==> src/rtl/pcie_lcrc_stream.sv <==
// -----------------------------------------------------------------------------
// pcie_lcrc_stream
//
// Streaming 32-bit PCIe LCRC engine (CRC-32/ISO-HDLC) for the data link layer.
// Consumes a framed byte stream of DATA_W-bit beats and produces one result
// per frame: the final LCRC and a residue flag. The residue flag is set when
// the frame already carried its own correct LCRC, which is how RX checks
// integrity.
//
// Parameters
//   DATA_W : beat width in bits (32, 64 or 128)
//   REG_IN : 1 adds an input register stage (+1 cycle latency)
//
// Ports
//   clk_i        clock
//   rst_ni       asynchronous active-low reset
//   s_valid_i    input beat valid
//   s_ready_o    input beat accepted when s_valid_i & s_ready_o
//   s_data_i     beat bytes, [7:0] is the first byte on the wire
//   s_sop_i      first beat of frame
//   s_eop_i      last beat of frame
//   s_bytes_i    valid bytes on the eop beat (0 or >BYTES means BYTES)
//   crc_valid_o  result valid, held until crc_ready_i
//   crc_ready_i  result consumer ready
//   crc_o        final LCRC, crc_o[7:0] is the first LCRC byte transmitted
//   crc_ok_o     1 when crc_o equals the good residue 32'h2144DF1C
//   err_o        one-cycle pulse on a framing violation
// -----------------------------------------------------------------------------
module pcie_lcrc_stream #(
   parameter int DATA_W = 32,
   parameter bit REG_IN = 1'b0
) (
   input  logic                              clk_i,
   input  logic                              rst_ni,
   input  logic                              s_valid_i,
   output logic                              s_ready_o,
   input  logic [DATA_W-1:0]                 s_data_i,
   input  logic                              s_sop_i,
   input  logic                              s_eop_i,
   input  logic [$clog2(DATA_W/8):0]         s_bytes_i,
   output logic                              crc_valid_o,
   input  logic                              crc_ready_i,
   output logic [31:0]                       crc_o,
   output logic                              crc_ok_o,
   output logic                              err_o
);

   localparam int          BYTES   = DATA_W / 8;
   localparam int          BW      = $clog2(BYTES) + 1;
   localparam logic [31:0] SEED    = 32'hFFFF_FFFF;
   localparam logic [31:0] RESIDUE = 32'h2144_DF1C;

   typedef enum logic [1:0] {
      ST_IDLE,
      ST_ACTIVE,
      ST_RESULT
   } state_e;

   // One byte through the CRC, kept in unreflected (MSB-first) form. The
   // wire is LSB-first, so data bit 0 enters first.
   function automatic logic [31:0] crc_byte(input logic [31:0] c, input logic [7:0] b);
      logic [31:0] r;
      r = c;
      for (int i = 0; i < 8; i++) begin
         if (r[31] ^ b[i]) begin
            r = {r[30:0], 1'b0} ^ 32'h04C1_1DB7;
         end else begin
            r = {r[30:0], 1'b0};
         end
      end
      return r;
   endfunction

   function automatic logic [31:0] bitrev32(input logic [31:0] v);
      logic [31:0] r;
      for (int i = 0; i < 32; i++) begin
         r[i] = v[31-i];
      end
      return r;
   endfunction

   state_e         state_q, state_d;
   logic [31:0]    run_q, run_d;
   logic [31:0]    crc_q, crc_d;
   logic           ok_q, ok_d;
   logic           err_q, err_d;

   logic           core_ready;
   logic           b_valid;
   logic [DATA_W-1:0] b_data;
   logic           b_sop;
   logic           b_eop;
   logic [BW-1:0]  b_bytes;
   logic           b_fire;

   // The core can take a beat whenever no result is pending or the pending
   // one is being consumed this cycle (back-to-back frames, no bubble).
   assign core_ready  = (state_q != ST_RESULT) | crc_ready_i;
   assign s_ready_o   = core_ready;
   assign crc_valid_o = (state_q == ST_RESULT);
   assign crc_o       = crc_q;
   assign crc_ok_o    = ok_q;
   assign err_o       = err_q;

   // ------------------------------------------------------------------------
   // Optional input stage. Loads only when s_ready_o is high, which is the
   // same condition under which the core drains it, so it never overflows
   // and the external handshake stays identical to the unregistered case.
   // ------------------------------------------------------------------------
   generate
      if (REG_IN) begin : g_reg_in
         logic              p_valid_q;
         logic [DATA_W-1:0] p_data_q;
         logic              p_sop_q;
         logic              p_eop_q;
         logic [BW-1:0]     p_bytes_q;

         always_ff @(posedge clk_i or negedge rst_ni) begin
            if (!rst_ni) begin
               p_valid_q <= 1'b0;
               p_data_q  <= '0;
               p_sop_q   <= 1'b0;
               p_eop_q   <= 1'b0;
               p_bytes_q <= '0;
            end else if (s_valid_i && core_ready) begin
               p_valid_q <= 1'b1;
               p_data_q  <= s_data_i;
               p_sop_q   <= s_sop_i;
               p_eop_q   <= s_eop_i;
               p_bytes_q <= s_bytes_i;
            end else if (core_ready) begin
               p_valid_q <= 1'b0;
            end
         end

         assign b_valid = p_valid_q;
         assign b_data  = p_data_q;
         assign b_sop   = p_sop_q;
         assign b_eop   = p_eop_q;
         assign b_bytes = p_bytes_q;
      end else begin : g_no_reg_in
         assign b_valid = s_valid_i;
         assign b_data  = s_data_i;
         assign b_sop   = s_sop_i;
         assign b_eop   = s_eop_i;
         assign b_bytes = s_bytes_i;
      end
   endgenerate

   assign b_fire = b_valid & core_ready;

   // ------------------------------------------------------------------------
   // Byte cascade: stage[k] is the CRC after the first k bytes of the beat.
   // ------------------------------------------------------------------------
   logic [BYTES:0][31:0] stage;
   logic [31:0]          sel_crc;
   logic [31:0]          fin_crc;

   assign stage[0] = b_sop ? SEED : run_q;

   generate
      for (genvar gi = 0; gi < BYTES; gi++) begin : g_byte
         assign stage[gi+1] = crc_byte(stage[gi], b_data[8*gi +: 8]);
      end
   endgenerate

   // Partial last beat: pick the stage matching the byte count. Counts of 0
   // or above BYTES fall through to the full-beat stage.
   always_comb begin
      sel_crc = stage[BYTES];
      if (b_eop) begin
         for (int i = 1; i < BYTES; i++) begin
            if (b_bytes == BW'(i)) begin
               sel_crc = stage[i];
            end
         end
      end
   end

   // Reflect and complement to get the on-wire LCRC ordering.
   assign fin_crc = ~bitrev32(sel_crc);

   // ------------------------------------------------------------------------
   // Frame FSM
   // ------------------------------------------------------------------------
   always_comb begin
      state_d = state_q;
      run_d   = run_q;
      crc_d   = crc_q;
      ok_d    = ok_q;
      err_d   = 1'b0;

      if ((state_q == ST_RESULT) && crc_ready_i) begin
         state_d = ST_IDLE;
      end

      if (b_fire) begin
         // A fired beat in RESULT means the result is handshaking this
         // cycle, so it is treated exactly like a beat in IDLE.
         if ((state_q != ST_ACTIVE) && !b_sop) begin
            err_d = 1'b1;
         end else begin
            if ((state_q == ST_ACTIVE) && b_sop) begin
               err_d = 1'b1;
            end
            run_d = sel_crc;
            if (b_eop) begin
               state_d = ST_RESULT;
               crc_d   = fin_crc;
               ok_d    = (fin_crc == RESIDUE);
            end else begin
               state_d = ST_ACTIVE;
            end
         end
      end
   end

   always_ff @(posedge clk_i or negedge rst_ni) begin
      if (!rst_ni) begin
         state_q <= ST_IDLE;
         run_q   <= SEED;
         crc_q   <= '0;
         ok_q    <= 1'b0;
         err_q   <= 1'b0;
      end else begin
         state_q <= state_d;
         run_q   <= run_d;
         crc_q   <= crc_d;
         ok_q    <= ok_d;
         err_q   <= err_d;
      end
   end

endmodule

==> config.mk <==
export PLATFORM = sky130hd
export DESIGN_NAME = pcie_lcrc_stream
export DESIGN_NICKNAME = d
export VERILOG_FILES = /design/src/rtl/pcie_lcrc_stream.sv
export SDC_FILE = /design/constraint.sdc
export NUM_CORES = 1
export LEC_CHECK = 0
export CELL_PAD_IN_SITES_DETAIL_PLACEMENT = 1
export CELL_PAD_IN_SITES_GLOBAL_PLACEMENT = 1
export CORE_MARGIN = 2
export CORE_UTILIZATION = 40
export DETAILED_ROUTE_END_ITERATION = 10
export PLACE_DENSITY_LB_ADDON = 0.1
export SYNTH_ARGS = -nofsm -noshare
export SYNTH_HDL_FRONTEND = slang
export SYNTH_SLANG_ARGS = --single-unit
export TNS_END_PERCENT = 5
==> constraint.sdc <==
create_clock -name clk_i -period 5.9 [get_ports clk_i]
set_input_delay 0.59 -clock clk_i [delete_from_list [all_inputs] [get_ports clk_i]]
set_output_delay 0.59 -clock clk_i [all_outputs]
set_load 0.05 [all_outputs]
==> run_results.csv <==
group,metric,value,unit
die,ios,77,
synthesis,synth_warnings,0,
worst_setup_path,rr_startpoint,"run_q[25]$_DFFE_PN1P_",
synthesis,synthArstFlopShare,100,%
sta,min_period,5.52,ns
worst_setup_path,slowest_delay,0.63,ns
layout,fin_area,0.0111,mm2
synthesis,ys_seq_area_share,18.6,%
placement,place_area,0.0108,mm2
sta,fin_skew,0.00780,ns
grt,grt_max_degree,69,
layout,fill_cells,2597,
clock_network,cts_tree,"yes",
layout,diodes,0,
clock_network,clk_pin_slew,0.07,ns
synthesis,yosysUniqueCellTypes,68,
worst_setup_path,rr_endpoint,"crc_ok_o$_DFFE_PN0P_",
min_path,hold_path.class,"input pin to asynchronous set/reset pin",
layout,area_delta_synth_final,18.7,%
grt,grt_pass1_vias,7888,
die,coreArea,0.0228,mm2
sta,hold_slack,0.437,ns
worst_setup_path,r2r_cells,14,
worst_setup_path,path_class,"input pin to flop",
clock_network,clock-sinks,68,
worst_setup_path,slowest_stage,"clkdlybuf4s50_1",
placement,detailed_place_hpwl,30500,um
sta,rsz0062_at_grt,"false",
outcome,status,"complete, no violations",
sta,hold_viol_final,0,
sta,setup_viol,0,
sta,worst_pin_slew,0.896,ns
grt,antenna_found_initial,0,
sta,fin_crit_sh,93.6,%
synthesis,synthMuxAreaShare,1.35,%
synthesis,synthXorXnorAreaFrac,51.3,%
routing,final_antenna_net_count,0,
clock_network,holdBufCountCts,0,
routing,drt-total-wl,37500,um
clock_network,postCtsResizedCells,0,
synthesis,syn_nets,1014,
synthesis,synth_compound_gate_area_share,13.2,%
sta,fmax,181,MHz
worst_setup_path,cp.required,6.18,ns
die,die_h,157,um
routing,dr.first_iter.drc_count,706,
clock_network,htree_levels,3,
placement,gp_congestion,0.965,
sta,tns,0,ns
synthesis,synth_top_family_by_area,"XOR/XNOR gates",
layout,fin_util,48.7,%
grt,grt_overflow,0,
clock_network,clockBufferDepth,2,
worst_setup_path,cp-end-kind,"flop",
synthesis,synth.cell_area,0.00935,mm2
clock_network,clk_latency,0.34,ns
clock_network,cts_buffers,9,
job,max_cap_viol_count,0,
die,dieWidth,157,um
clock_network,post_cts_buffers,0,
die,dieArea,0.0246,mm2
grt,grtUsageTotal,31.0,%
worst_setup_path,worstPathCellList,"clkdlybuf4s50_1, xnor2_2, xor2_1, xnor2_1, buf_4, xnor3_1, xor2_1, buf_4, xor3_1, xnor2_1, xnor2_2, xnor3_1, xnor2_1, a21oi_1, nand4b_1, nor4_1, a32o_1",
worst_setup_path,path_max_fanout,5,
worst_setup_path,r2r_slack,0.43,ns
synthesis,synth_cells,972,
routing,via_per_inst,5.46,
synthesis,ys_ff_latch,68,
routing,via_count,7615,
synthesis,synth-edff-count,0,
routing,wl_per_cell,26.9,um
synthesis,synth-adder-area-share,0.134,%
synthesis,yosys.area_share.simple,11.9,%
grt,grt_pass1_wl,54200,um
clock_network,cts_root_buf,"clkbuf_16",
die,num_rows,55,
layout,drive_gt1_share,18.4,%
worst_setup_path,critPathLaunchType,"input pin",
synthesis,avgSynthCellArea,9.62,um2
routing,drc,0,
synthesis,synthFlopType,"dfrtp_1",
sta,relSlewSlack,40.2,%
worst_setup_path,crit_top_cell,"xnor2_1",
worst_setup_path,critPathTopFamily,"XOR/XNOR gates",
worst_setup_path,cp.arrival,5.80,ns
placement,portBuffers,76,
routing,drt_first_pass_iters,5,
layout,nets,1119,
sta,slew_violations,0,
die,initial_core_util,41.0,%
worst_setup_path,crit_buf_inv,3,
==> cells in the mapped netlist (all sizes together) (3+ instances only) <==
cell | number | area share, %
xor3 | 13 | 3.3
nand3 | 6 | 0.32
nand4b | 3 | 0.28
o22a | 8 | 0.75
dfstp | 32 | 9.0
nor2b | 9 | 0.60
nor3 | 4 | 0.21
a221o | 3 | 0.32
a21oi | 48 | 2.6
o21a | 8 | 0.64
a22oi | 5 | 0.40
mux2 | 5 | 0.68
a31oi | 6 | 0.40
xnor2 | 221 | 25
o22ai | 6 | 0.40
a21boi | 3 | 0.24
nand2 | 118 | 4.7
xnor3 | 62 | 15
o21ai | 70 | 3.7
a21o | 7 | 0.56
a211oi | 5 | 0.40
mux2i | 5 | 0.67
and2 | 4 | 0.27
o211ai | 4 | 0.32
buf | 23 | 1.7
inv | 6 | 0.24
and3 | 3 | 0.20
o221ai | 3 | 0.28
nor2 | 91 | 3.8
dfrtp | 36 | 9.6
nand2b | 9 | 0.60
xor2 | 70 | 8.4
nor4 | 3 | 0.20
or2 | 6 | 0.40
o31ai | 7 | 0.56
clkbuf | 39 | 1.6
==> cells by family after synthesis <==
family                   after synthesis
AO/OA/AOI/OAI                        200
multiplexers                          10
XOR/XNOR                             366
AND/OR/NAND/NOR                      259
flip-flops                            68
buffers and inverters                 68
adder cells (fa/ha/maj)                1
==> stage by stage <==
step                std cells  setup slack [ns]
floorplan                 972              1.13
global placement         1379             0.181
detailed placement       1379             0.131
CTS                      1395             0.436
global route             1395             0.129
finish                   1395             0.380
==> worst register-to-register path: stages (launching register included) <==
cell and delay [ns]:
dfstp_2 0.71, xor3_1 0.55, mux2i_1 0.29, xor3_2 0.45, xnor3_2 0.49, buf_4 0.20, xnor2_2 0.29, xnor2_1 0.19
xnor2_2 0.41, xnor3_1 0.45, xnor2_1 0.17, a21oi_1 0.50, nand4b_1 0.17, nor4_1 0.34, a32o_1 0.21
==> sequential cells by signal, indices dropped and copies added, names as in the netlist <==
| name | cells |
|---|---|
| crc_o | 32 |
| run_q | 32 |
| state_q | 2 |
| crc_ok_o | 1 |
| err_o | 1 |
==> area by class of cell <==
type / count / area [um2] / area share [%]
multi-input cells: 836 / 7280 / 65.6
flip-flops and latches: 68 / 1740 / 15.7
repair buffers: 156 / 1360 / 12.3
well taps: 313 / 392 / 3.53
clock buffers: 9 / 225 / 2.03
clock inverters: 7 / 72.6 / 0.654
inverters: 6 / 22.5 / 0.203
==> cell usage in the layout (no fill, tap or decap), types with 36 or more instances in the layout <==
master / instances
a21oi_1: 48
buf_4: 79
clkdlybuf4s50_1: 74
dfrtp_1: 36
nand2_1: 118
nor2_1: 87
o21ai_0: 68
xnor2_1: 188
xnor3_1: 56
xor2_1: 58
==> routing by layer <==
metal | GRT usage, % | vias to the layer above | routed length [um]
met2 | 48.2 | 299 | 16700
met1 | 42.8 | 3764 | 16900
met4 | 13.4 | 0 | 1750
met3 | 4.79 | 65 | 2190
li1 | - | 3487 | -
met5 | 0 | - | 0
==> worst max-delay path by stage <==
stage,start,to,slack (ns),cells past startpoint
final,s_data_i[2],crc_ok_o$_DFFE_PN0P_,0.38,17
after global routing,s_data_i[4],crc_ok_o$_DFFE_PN0P_,0.13,16
after CTS,s_data_i[4],crc_ok_o$_DFFE_PN0P_,0.44,16
after detailed placement,s_data_i[4],crc_ok_o$_DFFE_PN0P_,0.13,16
after global placement,s_data_i[4],crc_ok_o$_DFFE_PN0P_,0.18,16
after floorplan,run_q[28]$_DFFE_PN1P_,crc_ok_o$_DFFE_PN0P_,1.13,15
Power is left out: the tool's default activity adds up to more than one toggle a clock period on the data nets, which glitch-free logic cannot reach.
